$ cat config.mk
export PLATFORM = sky130hd
export DESIGN_NAME = secded_stream_decoder
export DESIGN_NICKNAME = d
export VERILOG_FILES = /design/src/rtl/secded_stream_decoder.sv
export SDC_FILE = /design/constraint.sdc
export NUM_CORES = 1
export LEC_CHECK = 0
export ABC_AREA = 0
export BUFFER_PORTS_ARGS = -buffer_cell sky130_fd_sc_hd__buf_2
export CAP_MARGIN = 30
export CORE_AREA = 2 2 170 172
export CTS_BUF_LIST = sky130_fd_sc_hd__clkbuf_8
export CTS_CLUSTER_DIAMETER = 80
export CTS_CLUSTER_SIZE = 30
export DETAILED_ROUTE_END_ITERATION = 16
export DIE_AREA = 0 0 172 174
export SETUP_SLACK_MARGIN = 0.5
export SLEW_MARGIN = 0
export SYNTH_ARGS = -nofsm -noshare
export SYNTH_HDL_FRONTEND = slang
export SYNTH_SLANG_ARGS = --single-unit
$ cat constraint.sdc
create_clock -name clock_i -period 10.2 [get_ports clock_i]
set_input_delay 0.51 -clock clock_i [delete_from_list [all_inputs] [get_ports clock_i]]
set_output_delay 0.51 -clock clock_i [all_outputs]
set_load 0.02 [all_outputs]
$ cat src/rtl/secded_stream_decoder.sv
// SECDED stream decoder: corrects single-bit errors, flags or drops uncorrectable beats, keeps per-channel counters.
// Latency 2 cycles at 1 beat/cycle; in_tready_o follows out_tready_i combinationally through both stages.
module secded_stream_decoder #(
    parameter int DATA_WIDTH         = 32,
    parameter int N_CHANNELS         = 4,
    parameter int COUNTER_WIDTH      = 16,
    parameter int DEST_WIDTH         = 4,
    parameter bit DROP_UNCORRECTABLE = 1'b0,
    localparam int P                 = $clog2(DATA_WIDTH + $clog2(DATA_WIDTH + 1) + 1),
    localparam int CW_WIDTH          = DATA_WIDTH + P + 1
) (
    input  logic                                clock_i,
    input  logic                                reset_i,
    input  logic [CW_WIDTH-1:0]                 in_tdata_i,
    input  logic                                in_tvalid_i,
    output logic                                in_tready_o,
    input  logic [DEST_WIDTH-1:0]               in_tdest_i,
    input  logic                                in_tlast_i,
    output logic [DATA_WIDTH-1:0]               out_tdata_o,
    output logic                                out_tvalid_o,
    input  logic                                out_tready_i,
    output logic [DEST_WIDTH-1:0]               out_tdest_o,
    output logic                                out_tlast_o,
    output logic [1:0]                          out_tuser_o,
    input  logic                                clear_counters_i,
    output logic [N_CHANNELS*COUNTER_WIDTH-1:0] corrected_count_o,
    output logic [N_CHANNELS*COUNTER_WIDTH-1:0] uncorrectable_count_o
);

    // One extra bit so a codeword length of exactly 2^P still compares correctly.
    localparam logic [P:0] CW_LIMIT = (P+1)'(CW_WIDTH);

    logic [1:0]               rdy_en_q;
    logic                     s1_vld_q, s1_last_q, s1_par_q;
    logic [CW_WIDTH-1:0]      s1_cw_q;
    logic [DEST_WIDTH-1:0]    s1_dest_q;
    logic [P-1:0]             s1_syn_q;
    logic                     s2_vld_q, s2_last_q;
    logic [DATA_WIDTH-1:0]    s2_data_q;
    logic [DEST_WIDTH-1:0]    s2_dest_q;
    logic [1:0]               s2_user_q;
    logic [COUNTER_WIDTH-1:0] corr_cnt_q [N_CHANNELS];
    logic [COUNTER_WIDTH-1:0] unc_cnt_q  [N_CHANNELS];

    logic [P-1:0]             syn_d;
    logic                     par_d;
    logic [CW_WIDTH-1:0]      fixed_cw;
    logic [DATA_WIDTH-1:0]    data_d;
    logic                     s1_corr, s1_unc, s1_drop, s1_move, s1_adv, s2_adv, in_fire;

    // Release is seen by the ready path only after two edges, so tready never rises on the release edge.
    always_ff @(posedge clock_i or posedge reset_i) begin
        if (reset_i) rdy_en_q <= '0;
        else         rdy_en_q <= {rdy_en_q[0], 1'b1};
    end

    always_comb begin
        syn_d = '0;
        for (int i = 1; i < CW_WIDTH; i++)
            if (in_tdata_i[i]) syn_d = syn_d ^ P'(i);
    end
    assign par_d = ^in_tdata_i;

    assign s1_corr = s1_par_q && ({1'b0, s1_syn_q} < CW_LIMIT);
    assign s1_unc  = (s1_par_q && !({1'b0, s1_syn_q} < CW_LIMIT)) || (!s1_par_q && (s1_syn_q != '0));

    always_comb begin
        int j;
        fixed_cw = s1_cw_q ^ ({{(CW_WIDTH-1){1'b0}}, s1_corr} << s1_syn_q);
        data_d   = '0;
        j        = 0;
        for (int i = 1; i < CW_WIDTH; i++) begin
            if ((i & (i - 1)) != 0) begin
                data_d[j] = fixed_cw[i];
                j++;
            end
        end
    end

    assign s1_drop     = DROP_UNCORRECTABLE && s1_vld_q && s1_unc;
    assign s2_adv      = !s2_vld_q || out_tready_i;
    assign s1_move     = s1_vld_q && (s2_adv || s1_drop);
    assign s1_adv      = !s1_vld_q || s1_move;
    assign in_tready_o = rdy_en_q[1] && s1_adv;
    assign in_fire     = in_tvalid_i && in_tready_o;

    always_ff @(posedge clock_i or posedge reset_i) begin
        if (reset_i) begin
            s1_vld_q  <= 1'b0;
            s1_cw_q   <= '0;
            s1_dest_q <= '0;
            s1_last_q <= 1'b0;
            s1_syn_q  <= '0;
            s1_par_q  <= 1'b0;
        end else if (s1_adv) begin
            s1_vld_q <= in_fire;
            if (in_fire) begin
                s1_cw_q   <= in_tdata_i;
                s1_dest_q <= in_tdest_i;
                s1_last_q <= in_tlast_i;
                s1_syn_q  <= syn_d;
                s1_par_q  <= par_d;
            end
        end
    end

    always_ff @(posedge clock_i or posedge reset_i) begin
        if (reset_i) begin
            s2_vld_q  <= 1'b0;
            s2_data_q <= '0;
            s2_dest_q <= '0;
            s2_last_q <= 1'b0;
            s2_user_q <= '0;
        end else if (s2_adv) begin
            s2_vld_q <= s1_vld_q && !s1_drop;
            if (s1_vld_q && !s1_drop) begin
                s2_data_q <= data_d;
                s2_dest_q <= s1_dest_q;
                s2_last_q <= s1_last_q;
                s2_user_q <= {s1_unc, s1_corr};
            end
        end
    end

    // A clear wins over an increment on the same edge; out-of-range tdest is never counted.
    always_ff @(posedge clock_i or posedge reset_i) begin
        if (reset_i) begin
            for (int k = 0; k < N_CHANNELS; k++) begin
                corr_cnt_q[k] <= '0;
                unc_cnt_q[k]  <= '0;
            end
        end else if (clear_counters_i) begin
            for (int k = 0; k < N_CHANNELS; k++) begin
                corr_cnt_q[k] <= '0;
                unc_cnt_q[k]  <= '0;
            end
        end else if (s1_move) begin
            for (int k = 0; k < N_CHANNELS; k++) begin
                if (32'(s1_dest_q) == k) begin
                    if (s1_corr && (corr_cnt_q[k] != '1)) corr_cnt_q[k] <= corr_cnt_q[k] + 1'b1;
                    if (s1_unc && (unc_cnt_q[k] != '1))   unc_cnt_q[k]  <= unc_cnt_q[k] + 1'b1;
                end
            end
        end
    end

    for (genvar k = 0; k < N_CHANNELS; k++) begin : g_cnt_out
        assign corrected_count_o[k*COUNTER_WIDTH +: COUNTER_WIDTH]     = corr_cnt_q[k];
        assign uncorrectable_count_o[k*COUNTER_WIDTH +: COUNTER_WIDTH] = unc_cnt_q[k];
    end

    assign out_tvalid_o = s2_vld_q;
    assign out_tdata_o  = s2_data_q;
    assign out_tdest_o  = s2_dest_q;
    assign out_tlast_o  = s2_last_q;
    assign out_tuser_o  = s2_user_q;

endmodule
# Word-level counts from Yosys, hierarchy flattened

Cells that the tools add are included.

Register bits: 222
Latch bits: 0
Memory bits (writable): 0
Memory bits (read-only): 0
Bits of input ports: 49
Output and inout port bits: 169
Logic and storage cells: 184
Memories: 0

Add/sub/neg operators: 8
Multiply operators: 0
Divide/modulo/power cells: 0
$lt $le $gt $ge: 1
Equal/unequal tests: 11
Shift operators: 1
Muxes and demuxes: 58
Bitwise gates (word level): 38
Reductions and logical operators: 47

Operators with widths:

| cell                                                             | number |
|---|---|
| 16-bit 2-to-1 mux                                                | 16 |
| 64-bit 2-to-1 mux                                                | 4 |
| 16-bit by 1-bit adder with 16-bit output (second input constant) | 8 |
| 16-bit inequality test (second input constant)                   | 8 |
| 5-bit 2-to-1 mux                                                 | 16 |
| 6-bit 2-to-1 mux                                                 | 7 |
| 3-bit inverter                                                   | 13 |
| 39-bit XOR reduction                                             | 1 |
| 1-bit by 6-bit left shift with 39-bit output                     | 1 |
| 39-bit bitwise XOR                                               | 1 |
| 4-bit 2-to-1 mux                                                 | 8 |
| 2-bit inverter                                                   | 13 |
| 2-bit nonzero test                                               | 13 |
| 3-bit AND reduction                                              | 8 |
| 4-bit inverter                                                   | 5 |
| 1-bit logical AND                                                | 14 |
| 3-bit 2-to-1 mux                                                 | 4 |
| 4-bit by 2-bit == test with 1-bit output (second input constant) | 2 |
| 6-bit < comparator (second input constant)                       | 1 |
| 6-bit nonzero test                                               | 1 |
| 1-bit inverter (first input constant)                            | 5 |
| 5-bit inverter                                                   | 1 |
| 4-bit by 1-bit == test with 1-bit output (second input constant) | 1 |
| 1-bit logical NOT                                                | 4 |
| 5 further kinds                                                  | 9 |

# Depth between registers and ports, before layout

Word-level depth: 70
Gate-level depth with buffers: 8
Gate-level depth less buffers: 7

# Worst setup path before layout

No wires, ideal clock.

Path type: register to register
Start: reg corr_cnt_q, in the netlist corrected_count_o[21]
End: reg corr_cnt_q, in the netlist corrected_count_o[27]
Setup time: 0.132 ns
Arrival time: 1.954 ns
Data required time: 10.068 ns
Setup slack: 8.115 ns
Cell stages (with the launch flop): 8
Path buffers: 1
Clock period less this slack: 2.085 ns
Cell sequence: dfrtp_1 and4_1 and4_1 a2111o_1 buf_2 or3_1 xor2_1 nor2_1

Cells in the longest elaborated chain, start to end: 5
Elaborated cells between the ends (all ways): 9
Those cells by class: add/sub: 1; eq/ne: 1; mux: 4; reduce/logical: 3

RTL lines:

| element                                  | RTL line | text |
|---|---|---|
| start: declaration                       | 42       | `logic [COUNTER_WIDTH-1:0] corr_cnt_q [N_CHANNELS];` |
| start signal: indexed assignment         | 129      | `corr_cnt_q[k] <= '0;` |
| start signal: indexed assignment         | 134      | `corr_cnt_q[k] <= '0;` |
| 16-bit by 1-bit adder with 16-bit output | 140      | `if (s1_corr && (corr_cnt_q[k] != '1)) corr_cnt_q[k] <= corr_cnt_q[k] + 1'b1;` |
| 16-bit 2-to-1 mux                        | 140      |  |
| 16-bit 2-to-1 mux                        | 139      | `if (32'(s1_dest_q) == k) begin` |
| 64-bit 2-to-1 mux                        | 137      | `end else if (s1_move) begin` |
| 64-bit 2-to-1 mux                        | 132      | `end else if (clear_counters_i) begin` |

Several ways; a longest one is shown, not always the timed one. The select of a mux whose other input is x is not followed.
A chain may end at the register's enable or synchronous reset.

# Worst setup path in the final report

Start: reg s1_syn_q[4]
End: reg corr_cnt_q, in the netlist corrected_count_o[47]

Cells in the longest elaborated chain, start to end: 5

RTL lines:

| element                       | RTL line | text |
|---|---|---|
| start: declaration            | 37       | `logic [P-1:0] s1_syn_q;` |
| start signal: assignment      | 101      | `s1_syn_q <= syn_d;` |
| 6-bit < comparator            | 64       | `assign s1_corr = s1_par_q && ({1'b0, s1_syn_q} < CW_LIMIT);` |
| 1-bit logical AND             | 64       |  |
| 1-bit logical AND             | 140      |  |
| 2-bit nonzero test (no line)  | --       |  |
| 3-bit AND reduction (no line) | --       |  |

No other way between the ends.

==> results by group <==
Status
  – Result of the run: complete, no violations

Synthesis
  – Mean Syn Cell Area: 10.0 µm²
  – Yosys cell types: 51
  – Synthesized instance count: 1101
  – Number of enable-type register cells in the synthesized netlist: 0
  – Most area-consuming cells after synthesis: dfrtp_1 49%, xnor2_1 8.7%, xor2_1 7.7%
  – Proportion of register bits with asynchronous set or reset after synthesis: 100%
  – Combined area of all synthesized cells: 11000 µm²
  – Synthesized netlist net count: 1158
  – Yosys Warn Count: 0
  – Portion of synthesized cell area occupied by the leading cell type: 48.8%
  – Cell taking the most area after synthesis: dfrtp_1
  – Sequential fraction of the synthesis area: 48.8%
  – Flip-flop and latch count after synthesis: 215
  – Top FF cell, synth: dfrtp_1

Timing
  – Share of the clock period used by the worst path: 24.9%
  – Worst slew margin relative to its limit: 39.4%
  – Least-Margin Pin Slew: 0.902 ns
  – Post-Route Skew: 0.0321 ns
  – Total count of hold-check failures in the final report: 0
  – Final period demand of the worst path: 2.54 ns
  – Upper clock frequency limit: 393 MHz
  – Max-slew violations: 0
  – Smallest setup slack after layout: 7.66 ns
  – Setup violations, final: 0
  – Final total negative setup slack: 0 ns
  – Unrepaired setup endpoints after global routing: no

Clocking
  – TritonCTS clock tree: yes
  – Number of clock sinks: 215
  – Clock buffer count from CTS: 15
  – Deepest level of the CTS H-tree: 1
  – Post-CTS setup repair buffer count: 0
  – Clock edge transition at the registers on the reported setup and hold paths: 0.15 ns
  – Clock network latency to the later pin of the worst-skew pair: 0.54 ns
  – Max Buffers Root-to-Sink: 3
  – Root buf cell: clkbuf_8

Finish
  – Antenna cell count: 0
  – Fraction of the core area covered by cells at the end of the flow: 45.7%
  – Area of the multi-input gates: 5460 µm²
  – Post-route standard cell area excluding fillers: 12900 µm²
  – Net count reported at finish: 1360
  – Leading cell types in the layout, fill and taps excluded: 217 x buf_2, 215 x dfrtp_1, 152 x nor2_1
  – Post-synthesis to final-layout area growth: 17.0%
  – Share of final-layout standard cells stronger than drive strength 1: 24.9%
  – Fill cell count: 2795
  – Most frequent standard cell in the layout excluding fill and tap cells: buf_2
  – Reg area: 5380 µm²

Global route
  – First-pass GRT wire length: 44.6 mm
  – Aggregate global-route resource usage: 18.4%
  – Number of antenna violations at the first check in global routing: 1
  – Total gr overflow: 0
  – Vias in the first global route: 8123
  – Pin count of the biggest net entering global routing: 115

Critical path
  – Cells traversed along the worst timing path: o21ai_2, nand3_1, nor3_1, nand4_1, xor2_1, nor2_1
  – Endpoint kind of the worst setup timing path: flop
  – CP Data Arrival Time: 2.97 ns
  – Critical path fanouts, max: 12
  – Data required time at the worst endpoint: 10.62 ns
  – R2R setup slack: 7.66 ns
  – Worst Reg2Reg Path Length in Cells: 6
  – Reg2reg end: corrected_count_o[47]
  – Setup crit start kind: flop
  – Critical-path top delay cell: nor3_1
  – Worst R2R Start: s1_syn_q[4]
  – Worst stage delay on the critical path: 0.80 ns
  – Category of the most critical setup path: flop to flop

Routing
  – Final antenna-violating net count: 0
  – Initial DRT Pass Iterations: 5
  – Remaining design rule violation count: 0
  – Via density per instance: 5.04
  – Post-detailed-routing wire length: 27.5 mm
  – WL/cell: 16.2 µm
  – Violation count after the first detailed-routing iteration: 536
  – Via Count: 8545

Die
  – Number of placement rows: 62
  – Count of boundary I/O pins: 218
  – Area of the placeable core: 28200 µm²
  – Starting density of the core: 39.1%
  – Height of the die: 174 µm
  – Overall die width: 172 µm
  – DIE AREA: 29900 µm²

Place
  – Detailed Place HPWL: 19.9 mm
  – Pre-CTS setup slack: 7.53 ns
  – Number of buffers inserted by port buffering: 217
  – Routability congestion estimate from global placement: 0.800
  – Post-place instance area: 12500 µm²

Min path
  – End point of the most critical hold path: s1_last_q
  – Class of the worst hold path: input pin to flop
  – Hold Path Depth: 2
  – Startpoint of the most critical hold path: in_tlast_i

Run
  – Max-cap check violation count: 0

Pwr
  – Switching part of the total: 36.0%
  – Net switching power: 729 µW
  – Total Power: 2.02 mW
  – Sequential share of power: 50.3%
  – Power share of the combinational group: 24.7%
  – Peak supply drop: 115 µV
  – P per Cell Area: 157 nW/µm²
  – Clock network fraction of total power: 25.0%
  – Standby leakage power: 5.76 nW
  – Internal Dissipation: 1.29 mW
==> per-stage QoR <==
stage / hold WS (ns) / cells
floorplan: 0.331 / 1101
global placement: 0.334 / 1666
detailed placement: 0.336 / 1669
CTS: 0.169 / 1695
global route: 0.176 / 1695
finish: 0.198 / 1695
==> layer usage <==
layer	wire length (µm)	up-vias	track usage [%]
met2	12700	209	29.0
li1	-	4170	-
met1	12700	4138	26.7
met5	9	-	0
met3	1670	26	3.42
met4	428	2	3.12
==> area by class of cell <==
class	instances	area share, %
clock buffer	15	1.60
clock inverter	10	1.13
inverter	7	0.262
multi-input combinational	838	42.3
sequential	215	41.7
tap	384	3.72
timing repair buffer	226	9.27
==> synth_stat cells (6+ instances only) <==
master / number
dfrtp_1: 215
nor2_1: 153
xnor2_1: 109
xor2_1: 97
nand2_1: 96
nand3_1: 69
nand4_1: 54
o21ai_0: 52
mux2_2: 45
clkbuf_1: 29
nor3_1: 22
and3_1: 21
a21oi_1: 16
or3_1: 14
and2_1: 9
and4_1: 9
nor4_1: 9
ha_1: 8
inv_1: 7
buf_2: 6
nor3_2: 6
==> power by group through the flow <==
stage,sequential [mW],clock (mW),combinational [mW]
after detailed placement,1.03,0,0.506
after global routing,1.03,0.555,0.550
after global placement,1.03,0,0.498
after CTS,1.02,0.527,0.508
final,1.02,0.506,0.499
after floorplan,1.07,0,0.303
==> timing repair <==
item	4_1_cts	5_1_grt
hold buffers	1	0
resized for setup	0	0
endpoints found under the hold margin	26	0
==> how the worst max path moves through the flow <==
| stage | from | endpoint | slack [ns] | cells past startpoint |
|---|---|---|---|---|
| final | s1_syn_q[4] | corrected_count_o[47] | 7.66 | 6 |
| after detailed placement | out_tready_i | corrected_count_o[47] | 7.53 | 7 |
| after global placement | out_tready_i | corrected_count_o[47] | 7.56 | 7 |
| after CTS | s1_syn_q[4] | corrected_count_o[6] | 7.60 | 6 |
| after global routing | s1_syn_q[4] | corrected_count_o[37] | 7.35 | 6 |
| after floorplan | reset_i | corrected_count_o[0] | 3.81 | 1 |
==> state kept, by name, summed over array words and instances (netlist names) <==
register / flops
corrected_count_o: 64
uncorrectable_count_o: 64
out_tdata_o: 32
s1_cw_q: 32
s1_syn_q: 6
out_tdest_o: 4
s1_dest_q: 4
out_tuser_o: 2
rdy_en_q: 2
out_tlast_o: 1
out_tvalid_o: 1
s1_last_q: 1
s1_par_q: 1
s1_vld_q: 1
==> critical path, delay by kind of cell (launching register included) <==
kind / cells / cell delay [ns]
and+or+nand+nor: 4 / 1.54
xor gates and xnor gates: 1 / 0.17
DFF: 1 / 0.48
AOI/OAI and AO/OA: 1 / 0.26
==> kinds of logic after synthesis <==
| logic type | after synthesis | share of synthesized area (%) |
|---|---|---|
| AND/OR/NAND/NOR | 494 | 23.0 |
| flip-flops | 215 | 48.8 |
| XOR/XNOR | 207 | 16.6 |
| AO/OA/AOI/OAI | 78 | 3.94 |
| multiplexers | 50 | 5.05 |
| buffers and inverters | 48 | 1.77 |
| adder cells (fa/ha/maj) | 8 | 0.907 |
| other | 1 | 0.0340 |
No activity file was read; power rests on OpenSTA's default activity.
